$ cat src/rtl/vga_framebuffer_reader.sv
// vga_framebuffer_reader
//   Pixel stage behind the VGA timing generator. Turns each (X, Y, display)
//   into a read of a 160x120 double-buffered framebuffer and returns the
//   colour. HS/VS/display are delayed by the same amount so they stay
//   aligned with the colour. The front buffer flips only at the VS falling
//   edge, so a frame never tears.
//   Optional feature macro: CURSOR_OVERLAY_EN adds a 4x4 inverting cursor
//   (ports cursor_x / cursor_y in framebuffer coordinates).
module vga_framebuffer_reader #(
  parameter int H_RES       = 640,
  parameter int V_RES       = 480,
  parameter int X_OFFSET    = 146,
  parameter int SCALE_SHIFT = 2,
  parameter int FB_W        = 160,
  parameter int FB_H        = 120,
  parameter int MEM_LATENCY = 2,
  parameter int COLOR_W     = 3
) (
  input  logic                   clk,
  input  logic                   reset,
  input  logic [9:0]             X,
  input  logic [9:0]             Y,
  input  logic                   display,
  input  logic                   vga_HS_in,
  input  logic                   vga_VS_in,
  output logic [15:0]            fb_addr,
  output logic                   fb_rd_en,
  input  logic [3*COLOR_W-1:0]   fb_rd_data,
  input  logic                   swap_req,
  output logic                   swap_ack,
  output logic                   front_buf,
`ifdef CURSOR_OVERLAY_EN
  input  logic [7:0]             cursor_x,
  input  logic [6:0]             cursor_y,
`endif
  output logic [COLOR_W-1:0]     vga_R,
  output logic [COLOR_W-1:0]     vga_G,
  output logic [COLOR_W-1:0]     vga_B,
  output logic                   vga_HS,
  output logic                   vga_VS,
  output logic                   vga_blank_n
);

  localparam int          SYNC_LEN = MEM_LATENCY + 2;
  localparam int          WORD_W   = 3 * COLOR_W;
  localparam logic [9:0]  XOFF     = 10'(X_OFFSET);
  localparam logic [9:0]  HRES     = 10'(H_RES);
  localparam logic [9:0]  VRES     = 10'(V_RES);
  localparam logic [15:0] BUF_BASE = 16'(FB_W * FB_H);

  // Row offset for a 160-word-wide buffer built from two shifts: fy*160 = fy*128 + fy*32.
  function automatic logic [15:0] fb_index(input logic buf_sel,
                                           input logic [9:0] fx,
                                           input logic [9:0] fy);
    logic [15:0] fy16;
    logic [15:0] row_off;
    fy16    = {6'd0, fy};
    row_off = (fy16 << 7) + (fy16 << 5);
    return (buf_sel ? BUF_BASE : 16'd0) + row_off + {6'd0, fx};
  endfunction

  // Stage A combinational terms
  logic [9:0]  col_a;
  logic [9:0]  fx_a;
  logic [9:0]  fy_a;
  logic        vis_a;
  logic        hit_a;

  // Registered state
  logic [15:0]            fb_addr_q;
  logic                   vis_p0_q;
  logic [MEM_LATENCY-1:0] vis_dly_q;
  logic                   hit_p0_q;
  logic [MEM_LATENCY-1:0] hit_dly_q;
  logic [WORD_W-1:0]      rgb_q, rgb_d;
  logic [SYNC_LEN-1:0]    hs_dly_q, vs_dly_q, de_dly_q;

  logic vs_prev_q;
  logic pending_q, pending_d;
  logic front_buf_q, front_buf_d;
  logic swap_ack_q, swap_ack_d;
  logic do_swap;

  // Stage A: map timing coordinates to framebuffer coordinates and visibility
  always_comb begin
    col_a = X - XOFF;
    vis_a = display && (col_a < HRES) && (Y < VRES);
    fx_a  = col_a >> SCALE_SHIFT;
    fy_a  = Y >> SCALE_SHIFT;
    hit_a = 1'b0;
`ifdef CURSOR_OVERLAY_EN
    hit_a = vis_a
         && (fx_a >= {2'd0, cursor_x}) && (fx_a <= ({2'd0, cursor_x} + 10'd3))
         && (fy_a >= {3'd0, cursor_y}) && (fy_a <= ({3'd0, cursor_y} + 10'd3));
`endif
  end

  // Front-buffer swap decision: only on a VS falling edge with a request outstanding
  always_comb begin
    do_swap     = vs_prev_q && !vga_VS_in && (pending_q || swap_req);
    front_buf_d = front_buf_q ^ do_swap;
    swap_ack_d  = do_swap;
    pending_d   = do_swap ? 1'b0 : (pending_q || swap_req);
  end

  // Stage C: colour select, blanked outside the visible area, inverted under the cursor
  always_comb begin
    rgb_d = '0;
    if (vis_dly_q[MEM_LATENCY-1]) begin
      rgb_d = hit_dly_q[MEM_LATENCY-1] ? ~fb_rd_data : fb_rd_data;
    end
  end

  // Pipeline, delay lines and swap state
  always_ff @(posedge clk) begin
    if (reset) begin
      fb_addr_q   <= '0;
      vis_p0_q    <= 1'b0;
      hit_p0_q    <= 1'b0;
      vis_dly_q   <= '0;
      hit_dly_q   <= '0;
      rgb_q       <= '0;
      hs_dly_q    <= '1;
      vs_dly_q    <= '1;
      de_dly_q    <= '0;
      vs_prev_q   <= 1'b1;
      pending_q   <= 1'b0;
      front_buf_q <= 1'b0;
      swap_ack_q  <= 1'b0;
    end else begin
      // stage A -> memory request
      if (vis_a) begin
        fb_addr_q <= fb_index(front_buf_q, fx_a, fy_a);
      end
      vis_p0_q <= vis_a;
      hit_p0_q <= hit_a;
      // stage B: visibility and cursor hit ride alongside the memory latency
      vis_dly_q[0] <= vis_p0_q;
      hit_dly_q[0] <= hit_p0_q;
      for (int i = 1; i < MEM_LATENCY; i++) begin
        vis_dly_q[i] <= vis_dly_q[i-1];
        hit_dly_q[i] <= hit_dly_q[i-1];
      end
      // stage C -> colour register
      rgb_q <= rgb_d;
      // sync/display delay line matching the colour path
      hs_dly_q[0] <= vga_HS_in;
      vs_dly_q[0] <= vga_VS_in;
      de_dly_q[0] <= display;
      for (int i = 1; i < SYNC_LEN; i++) begin
        hs_dly_q[i] <= hs_dly_q[i-1];
        vs_dly_q[i] <= vs_dly_q[i-1];
        de_dly_q[i] <= de_dly_q[i-1];
      end
      vs_prev_q   <= vga_VS_in;
      pending_q   <= pending_d;
      front_buf_q <= front_buf_d;
      swap_ack_q  <= swap_ack_d;
    end
  end

  assign fb_addr     = fb_addr_q;
  assign fb_rd_en    = vis_p0_q;
  assign front_buf   = front_buf_q;
  assign swap_ack    = swap_ack_q;
  assign vga_R       = rgb_q[3*COLOR_W-1:2*COLOR_W];
  assign vga_G       = rgb_q[2*COLOR_W-1:COLOR_W];
  assign vga_B       = rgb_q[COLOR_W-1:0];
  assign vga_HS      = hs_dly_q[SYNC_LEN-1];
  assign vga_VS      = vs_dly_q[SYNC_LEN-1];
  assign vga_blank_n = de_dly_q[SYNC_LEN-1];

endmodule

$ cat config.mk
export PLATFORM = sky130hd
export DESIGN_NAME = vga_framebuffer_reader
export DESIGN_NICKNAME = d
export VERILOG_FILES = /design/src/rtl/vga_framebuffer_reader.sv
export SDC_FILE = /design/constraint.sdc
export NUM_CORES = 1
export LEC_CHECK = 0
export BUFFER_PORTS_ARGS = -buffer_cell sky130_fd_sc_hd__buf_2
export CORE_MARGIN = 4
export CORE_UTILIZATION = 50
export CTS_BUF_LIST = sky130_fd_sc_hd__clkbuf_16
export DETAILED_ROUTE_END_ITERATION = 10
export GPL_TIMING_DRIVEN = 0
export PLACE_DENSITY = 0.87
export SLEW_MARGIN = 20
export SYNTH_ARGS = -nofsm -noshare
export SYNTH_HDL_FRONTEND = slang
export SYNTH_SLANG_ARGS = --single-unit
$ cat constraint.sdc
create_clock -name clk -period 3.1 [get_ports clk]
set_input_delay 0.31 -clock clk [delete_from_list [all_inputs] [get_ports clk]]
set_output_delay 0.31 -clock clk [all_outputs]
set_load 0.005 [all_outputs]
==> key figures, run 1 <==
Status
  – Status: finished clean

STA
  – Final Max Tran Viols: 0
  – Max Freq: 343 MHz
  – Clk_skew: 3.41 ps
  – Final hold vios: 0
  – Worst slew pin tran: 455 ps
  – Period utilization: 94.2%
  – Hold_ws: 208 ps
  – Final setup violation count: 0
  – Min Tclk post-route: 2920 ps
  – Relative slew slack: 69.6%
  – Final Worst Setup Slack: 181 ps

Clocking
  – CTS Buf Count: 5
  – Clock-pin slew of the registers on the worst-case setup and hold paths: 60 ps
  – CTS Root Cell: clkbuf_16
  – Postcts setup bufs: 0
  – CTS H-tree depth: 2
  – TritonCTS clock tree: done
  – PostCTS Resize Cnt: 0
  – Hold buffers post-CTS: 0
  – # clock sinks: 43
  – Worst-Skew Late Latency: 280 ps
  – Max clock buf depth: 2

Final layout
  – FF+latch area: 861 um2
  – Layout cells sized above 1: 31.5%
  – N_diodes: 0
  – Fillers: 331
  – Fin area: 2630 um2
  – Final #Nets: 332
  – Syn-to-layout area delta: 26.7%
  – Multi-input logic area: 1180 um2
  – Util after Layout: 65.8%

Floorplan
  – I/O Pins: 66
  – Initial core utilization: 52.0%
  – DIE AREA: 5250 um2
  – Die height: 72.5 um
  – Rows: 23
  – Core area: 4000 um2
  – Die width: 72.5 um

Yosys
  – YS warnings: 0
  – Post-Syn Area: 2080 um2
  – Count leader, synth: dfxtp_1
  – Mean post-synth cell area: 9.85 um2
  – Area leader, netlist: dfxtp_1
  – Async SR Flop Fraction: 0%
  – Synth Register Bits: 43
  – Post-synth top area share: 41.4%
  – Register area share after synthesis: 41.4%
  – Post-synth EDFFs: 0
  – Most instantiated cells after synthesis: dfxtp_1 (43), nor2_1 (22), ha_1 (15)
  – Unique masters post-synth: 41
  – Gate Count Post-Synth: 211
  – Mapped Nets: 265
  – Synth Flop Type: dfxtp_1
  – Top post-synthesis cells by area: dfxtp_1 (41%), ha_1 (9.0%), mux2i_1 (5.8%)

Global routing
  – First-pass GRT wire length: 7140 um
  – Largest net degree at the start of global routing: 15
  – Initial antenna violation count: 0
  – Vias in the first global route: 1574
  – GRT overflow: 0
  – GRT Overall Usage: 17.9%

Setup path
  – Slowest-stage cell, CP: fa_1
  – Critical path class: in2reg
  – Crit-path max FO: 3
  – Critical-path cell list: buf_2 -> inv_1 -> ha_1 -> nor2b_2 -> nand2b_4 -> nand2_1 -> xor2_1 -> ha_1 -> ha_1 -> inv_1 -> fa_1 -> nor2b_2 -> o2111ai_1 -> a31oi_1 -> xor2_1 -> mux2i_1 -> nor2_1
  – Startpoint Class: primary input
  – CP most frequent cell: ha_1
  – CP endpoint kind: flip-flop
  – Crit path DAT: 3070 ps
  – Crit. Startpoint: X[1]
  – Crit path largest cell delay: 460 ps
  – Buffer and inverter count on the worst path: 3
  – Top delay family on crit path: adder cells
  – CP required: 3250 ps
  – Worst r2r src: front_buf$_SDFF_PP0_

Detailed routing
  – Vias/cell: 5.04
  – Vias: 1657
  – Post-Route WL: 4440 um
  – Post-route antenna net violation count: 0
  – DRT Pass-1 Iters: 4
  – 1st-iter DRT viols: 65
  – # DRC: 0
  – Wire length per cell: 13.5 um

Place
  – Placed wire-length estimate: 3360 um
  – I/O Buffers: 60
  – DP Area: 2440 um2
  – Pre-CTS WS: -197 ps
  – RePlAce Congestion: 0.869

Power
  – PwrDens: 563 nW/um2
  – Peak VDD IR: 0.000354 V
  – Leakage: 1.29 nW
  – Total power: 1.48 mW

Min path
  – Worst hold path type: in2reg
  – Hold_sp: vga_HS_in

Flow run
  – MaxCap Viol Count: 0
per-layer routing:
layer	routed length, um	share of wire [%]	vias up	global-route usage [%]
li1	-	-	844	-
met1	1830	41	746	21.6
met2	2140	48	61	29.7
met3	408	9.2	6	5.26
met4	56	1.3	0	7.17
met5	0	0	-	0
worst reg2reg max path, cell delays in order (launching register included):
cell      delay [ps]
dfxtp_1          500
fa_1             480
ha_1             350
o21ai_0          290
o211ai_1         150
a32oi_1          250
xnor2_1          170
nor2_1            60
nor3_1           160
flip-flops by register name, indices dropped and copies added, names as in the netlist:
| register | cells |
|---|---|
| fb_addr | 16 |
| rgb_q | 9 |
| de_dly_q | 4 |
| hs_dly_q | 4 |
| vs_dly_q | 4 |
| vis_dly_q | 2 |
| fb_rd_en | 1 |
| front_buf | 1 |
| pending_q | 1 |
| swap_ack | 1 |
path summary, 6_finish.rpt:
check / depth (start not counted) / endpoint / slack, ps
worst min register to register: 1 / hs_dly_q[3]$_SDFF_PP1_ / 410
worst max register to register: 8 / fb_addr[15]$_SDFFE_PP0P_ / 620
worst min-delay path: 2 / hs_dly_q[0]$_SDFF_PP1_ / 210
worst max-delay path: 17 / fb_addr[14]$_SDFFE_PP0P_ / 180
kinds of logic after synthesis:
kind of cell | count (synthesis) | share of synthesized area, %
adder cells (fa/ha/maj) | 19 | 12.9
AND/OR/NAND/NOR | 79 | 20.9
flip-flops | 43 | 41.4
multiplexers | 12 | 5.78
buffers and inverters | 13 | 2.89
XOR/XNOR | 17 | 7.16
AO/OA/AOI/OAI | 28 | 8.97
layout by cell type (no fill, tap or decap), types with 5 or more instances in the layout:
| cell | netlist | layout |
|---|---|---|
| dfxtp_1 | 43 | 43 |
| a21oi_1 | 12 | 12 |
| nor2_1 | 22 | 22 |
| ha_1 | 15 | 15 |
| xor2_1 | 6 | 6 |
| buf_2 | 0 | 60 |
| or2_2 | 9 | 9 |
| xnor2_1 | 11 | 11 |
| and2_1 | 11 | 11 |
| nand2_1 | 8 | 8 |
| inv_1 | 7 | 7 |
| mux2i_1 | 12 | 12 |
| clkbuf_16 | 0 | 5 |
| nor2b_1 | 9 | 7 |
per-stage QoR:
step,setup TNS [ps],cells
floorplan,0,211
global route,-18.9,329
finish,0,329
global placement,-122,321
CTS,0,329
detailed placement,-398,321
layout make-up:
class                   count  share of cell area [%]
plain buffers               6                    1.28
multi-input cells         155                    44.8
clock buffers               5                    4.75
inverters                   7                   0.998
clock inverters             3                    1.66
repair buffers             60                    11.4
flip-flops and latches     43                    32.7
well taps                  50                    2.38
report_power, final:
part / internal [mW] / switching, mW
Sequential: 0.578 / 0.0134
Clock: 0.379 / 0.208
Combinational: 0.145 / 0.158
Power figures use the tool's default switching activity.
==> inputs of run 2 (changes only) <==
Settings changed: BUFFER_PORTS_ARGS -buffer_cell sky130_fd_sc_hd__buf_2 to default, CORE_UTILIZATION 50 to 60, DONT_BUFFER_PORTS from default to 1, PLACE_DENSITY 0.87 to 0.84, RECOVER_POWER from default to 50.
==> key figures, run 2 (synthesis gave the netlist of run 1 again) <==
STA
  – Final Worst Setup Slack: 302 ps (+121 ps)
  – Final setup violation count: 0 (unchanged)
  – Clk_skew: 2.32 ps (-1.09 ps)
  – Relative slew slack: 69.7% (about the same)
  – Max Freq: 357 MHz (+4.3%)
  – Final Max Tran Viols: 0 (unchanged)
  – Worst slew pin tran: 455 ps (+0.204 ps)
  – Setup TNS: 0 ps (unchanged)
  – Period utilization: 90.2% (-3.9 points)
  – Min Tclk post-route: 2800 ps (-121 ps)
  – Final hold vios: 0 (unchanged)
  – RSZ-0062 raised after global routing: false

Global routing
  – GRT Overall Usage: 18.5% (+0.63 points)
  – GRT overflow: 0 (unchanged)
  – First-pass GRT wire length: 6230 um (-13%)
  – Initial antenna violation count: 0 (unchanged)
  – Largest net degree at the start of global routing: 13 (-2)
  – Vias in the first global route: 1406 (-11%)

Flow run
  – MaxCap Viol Count: 0 (unchanged)

Place
  – I/O Buffers: 0 (-100%)
  – Pre-CTS WS: 0.111 ps (+197 ps)
  – RePlAce Congestion: 0.865 (-0.47%)
  – Placed cell count: 257 (-20%)
  – Placed wire-length estimate: 3000 um (-11%)

Setup path
  – Buffer and inverter count on the worst path: 2 (-1)
  – Critical path endpoint: fb_addr[14]$_SDFFE_PP0P_
  – Reg-to-reg setup timing slack: 630 ps (about the same)
  – Startpoint Class: primary input
  – Crit path largest cell delay: 450 ps (about the same)
  – Crit path DAT: 3010 ps (-60 ps)
  – Top delay family on crit path: adder cells
  – Critical path depth in cells: 16 (-1)
  – R2r endpoint: fb_addr[15]$_SDFFE_PP0P_
  – Slowest-stage cell, CP: fa_1
  – CP endpoint kind: flip-flop
  – Crit. Startpoint: X[1]
  – R2R depth: 8 (unchanged)
  – Crit-path max FO: 3 (unchanged)
  – Critical-path cell list: inv_1 -> ha_1 -> nor2b_2 -> nand2b_2 -> nand2_1 -> xor2_1 -> ha_1 -> ha_2 -> inv_1 -> fa_1 -> nor2b_1 -> o2111ai_1 -> a31oi_1 -> xor2_1 -> mux2i_1 -> nor2_1
  – Worst r2r src: front_buf$_SDFF_PP0_
  – Critical path class: in2reg
  – CP required: 3310 ps (+60 ps)

Floorplan
  – DIE AREA: 4470 um2 (-15%)
  – Die height: 66.9 um (-7.7%)
  – Rows: 21 (-8.7%)
  – Initial core utilization: 62.3% (+10 points)
  – Die width: 66.9 um (-7.7%)
  – Core area: 3340 um2 (-17%)
  – I/O Pins: 66 (unchanged)

Detailed routing
  – DRT Pass-1 Iters: 2 (-2)
  – Post-route antenna net violation count: 0 (unchanged)
  – Wire length per cell: 14.4 um (+6.9%)
  – Met1 wire length: 1550 um (-16%)
  – Met3 wire length: 403 um (-1.2%)
  – # DRC: 0 (unchanged)
  – Met2 routed wirelength: 1840 um (-14%)
  – Uppermost layer routed: met4
  – Vias: 1419 (-14%)
  – 1st-iter DRT viols: 47 (-28%)
  – Post-Route WL: 3810 um (-14%)
  – Vias/cell: 5.38 (+6.7%)

Power
  – PwrDens: 577 nW/um2 (+2.5%)
  – Peak VDD IR: 0.000454 V (+28%)
  – Total power: 1.32 mW (-11%)
  – Leakage: 0.986 nW (-23%)

Final layout
  – Most common cell after layout, fill and taps aside: dfxtp_1
  – Final #Nets: 272 (-18%)
  – Final Non-Filler Cells: 264 (-20%)
  – Layout cells sized above 1: 11.9% (-20 points)
  – Commonest cells after routing, fill and taps aside: dfxtp_1 (43), nor2_1 (22), ha_1 (14)
  – Syn-to-layout area delta: 9.81%
  – Max reg flops: 16 (unchanged)
  – N_diodes: 0 (unchanged)

Status
  – Status: finished clean

Clocking
  – Hold buffers post-CTS: 0 (unchanged)
  – CTS H-tree depth: 2 (unchanged)
  – # clock sinks: 43 (unchanged)
  – PostCTS Resize Cnt: 0 (unchanged)
  – CTS Buf Count: 5 (unchanged)
  – Clock-pin slew of the registers on the worst-case setup and hold paths: 50 ps (about the same)
  – Worst-Skew Late Latency: 270 ps (about the same)
  – Postcts setup bufs: 0 (unchanged)
  – CTS Root Cell: clkbuf_16
  – Max clock buf depth: 2 (unchanged)
  – TritonCTS clock tree: done

Min path
  – Worst hold path type: in2reg
run 2: cell count changes in the layout (fill, tap and decap cells not counted), sizes merged:
cell,before,now
buf,62,2
bufinv,1,0
run 2: layout make-up:
type / instances / area (um2)
well taps: 46 / 57.6
plain buffers: 6 / 33.8
flip-flops and latches: 43 / 861
fillers: 283 / 1050
clock inverters: 2 / 8.76
multi-input cells: 155 / 1170
inverters: 7 / 26.3
clock buffers: 5 / 125
run 2: routing by layer:
layer / vias up / global-route usage (%)
met2: 42 / 30.4
li1: 722 / -
met4: 0 / 4.56
met1: 651 / 21.8
met3: 4 / 8.43
met5: - / 0
run 2: where the power goes:
part           switching (mW)  total [mW]  internal, mW
logic                   0.128       0.247         0.119
clock network           0.182       0.471         0.289
registers              0.0188       0.597         0.578
total                   0.330        1.32         0.986
run 2: worst register-to-register path, cell delays in order, from the launching register on:
cell	delay, ps
dfxtp_1	530
fa_1	490
ha_1	360
o21ai_0	270
o211ai_1	150
a32oi_1	230
xnor2_1	160
nor2_1	70
nor3_1	150
run 2: worst min path at each step:
stage	start	end	depth (start not counted)
after detailed placement	hs_dly_q[0]$_SDFF_PP1_	hs_dly_q[1]$_SDFF_PP1_	1
after floorplan	hs_dly_q[0]$_SDFF_PP1_	hs_dly_q[1]$_SDFF_PP1_	1
after global routing	vga_HS_in	hs_dly_q[0]$_SDFF_PP1_	1
after CTS	vga_HS_in	hs_dly_q[0]$_SDFF_PP1_	1
after global placement	hs_dly_q[1]$_SDFF_PP1_	hs_dly_q[2]$_SDFF_PP1_	1
final	vga_HS_in	hs_dly_q[0]$_SDFF_PP1_	1
run 2: through the flow:
stage | util, % | hold slack (ps) | area (um2)
6_report | 68.4 | 134 | 2280
5_1_grt | 68.4 | 129 | 2280
4_1_cts | 68.0 | 129 | 2270
3_5_place_dp | 64.0 | 395 | 2140
3_3_place_gp | 64.0 | 392 | 2140
2_1_floorplan | - | 389 | 2080
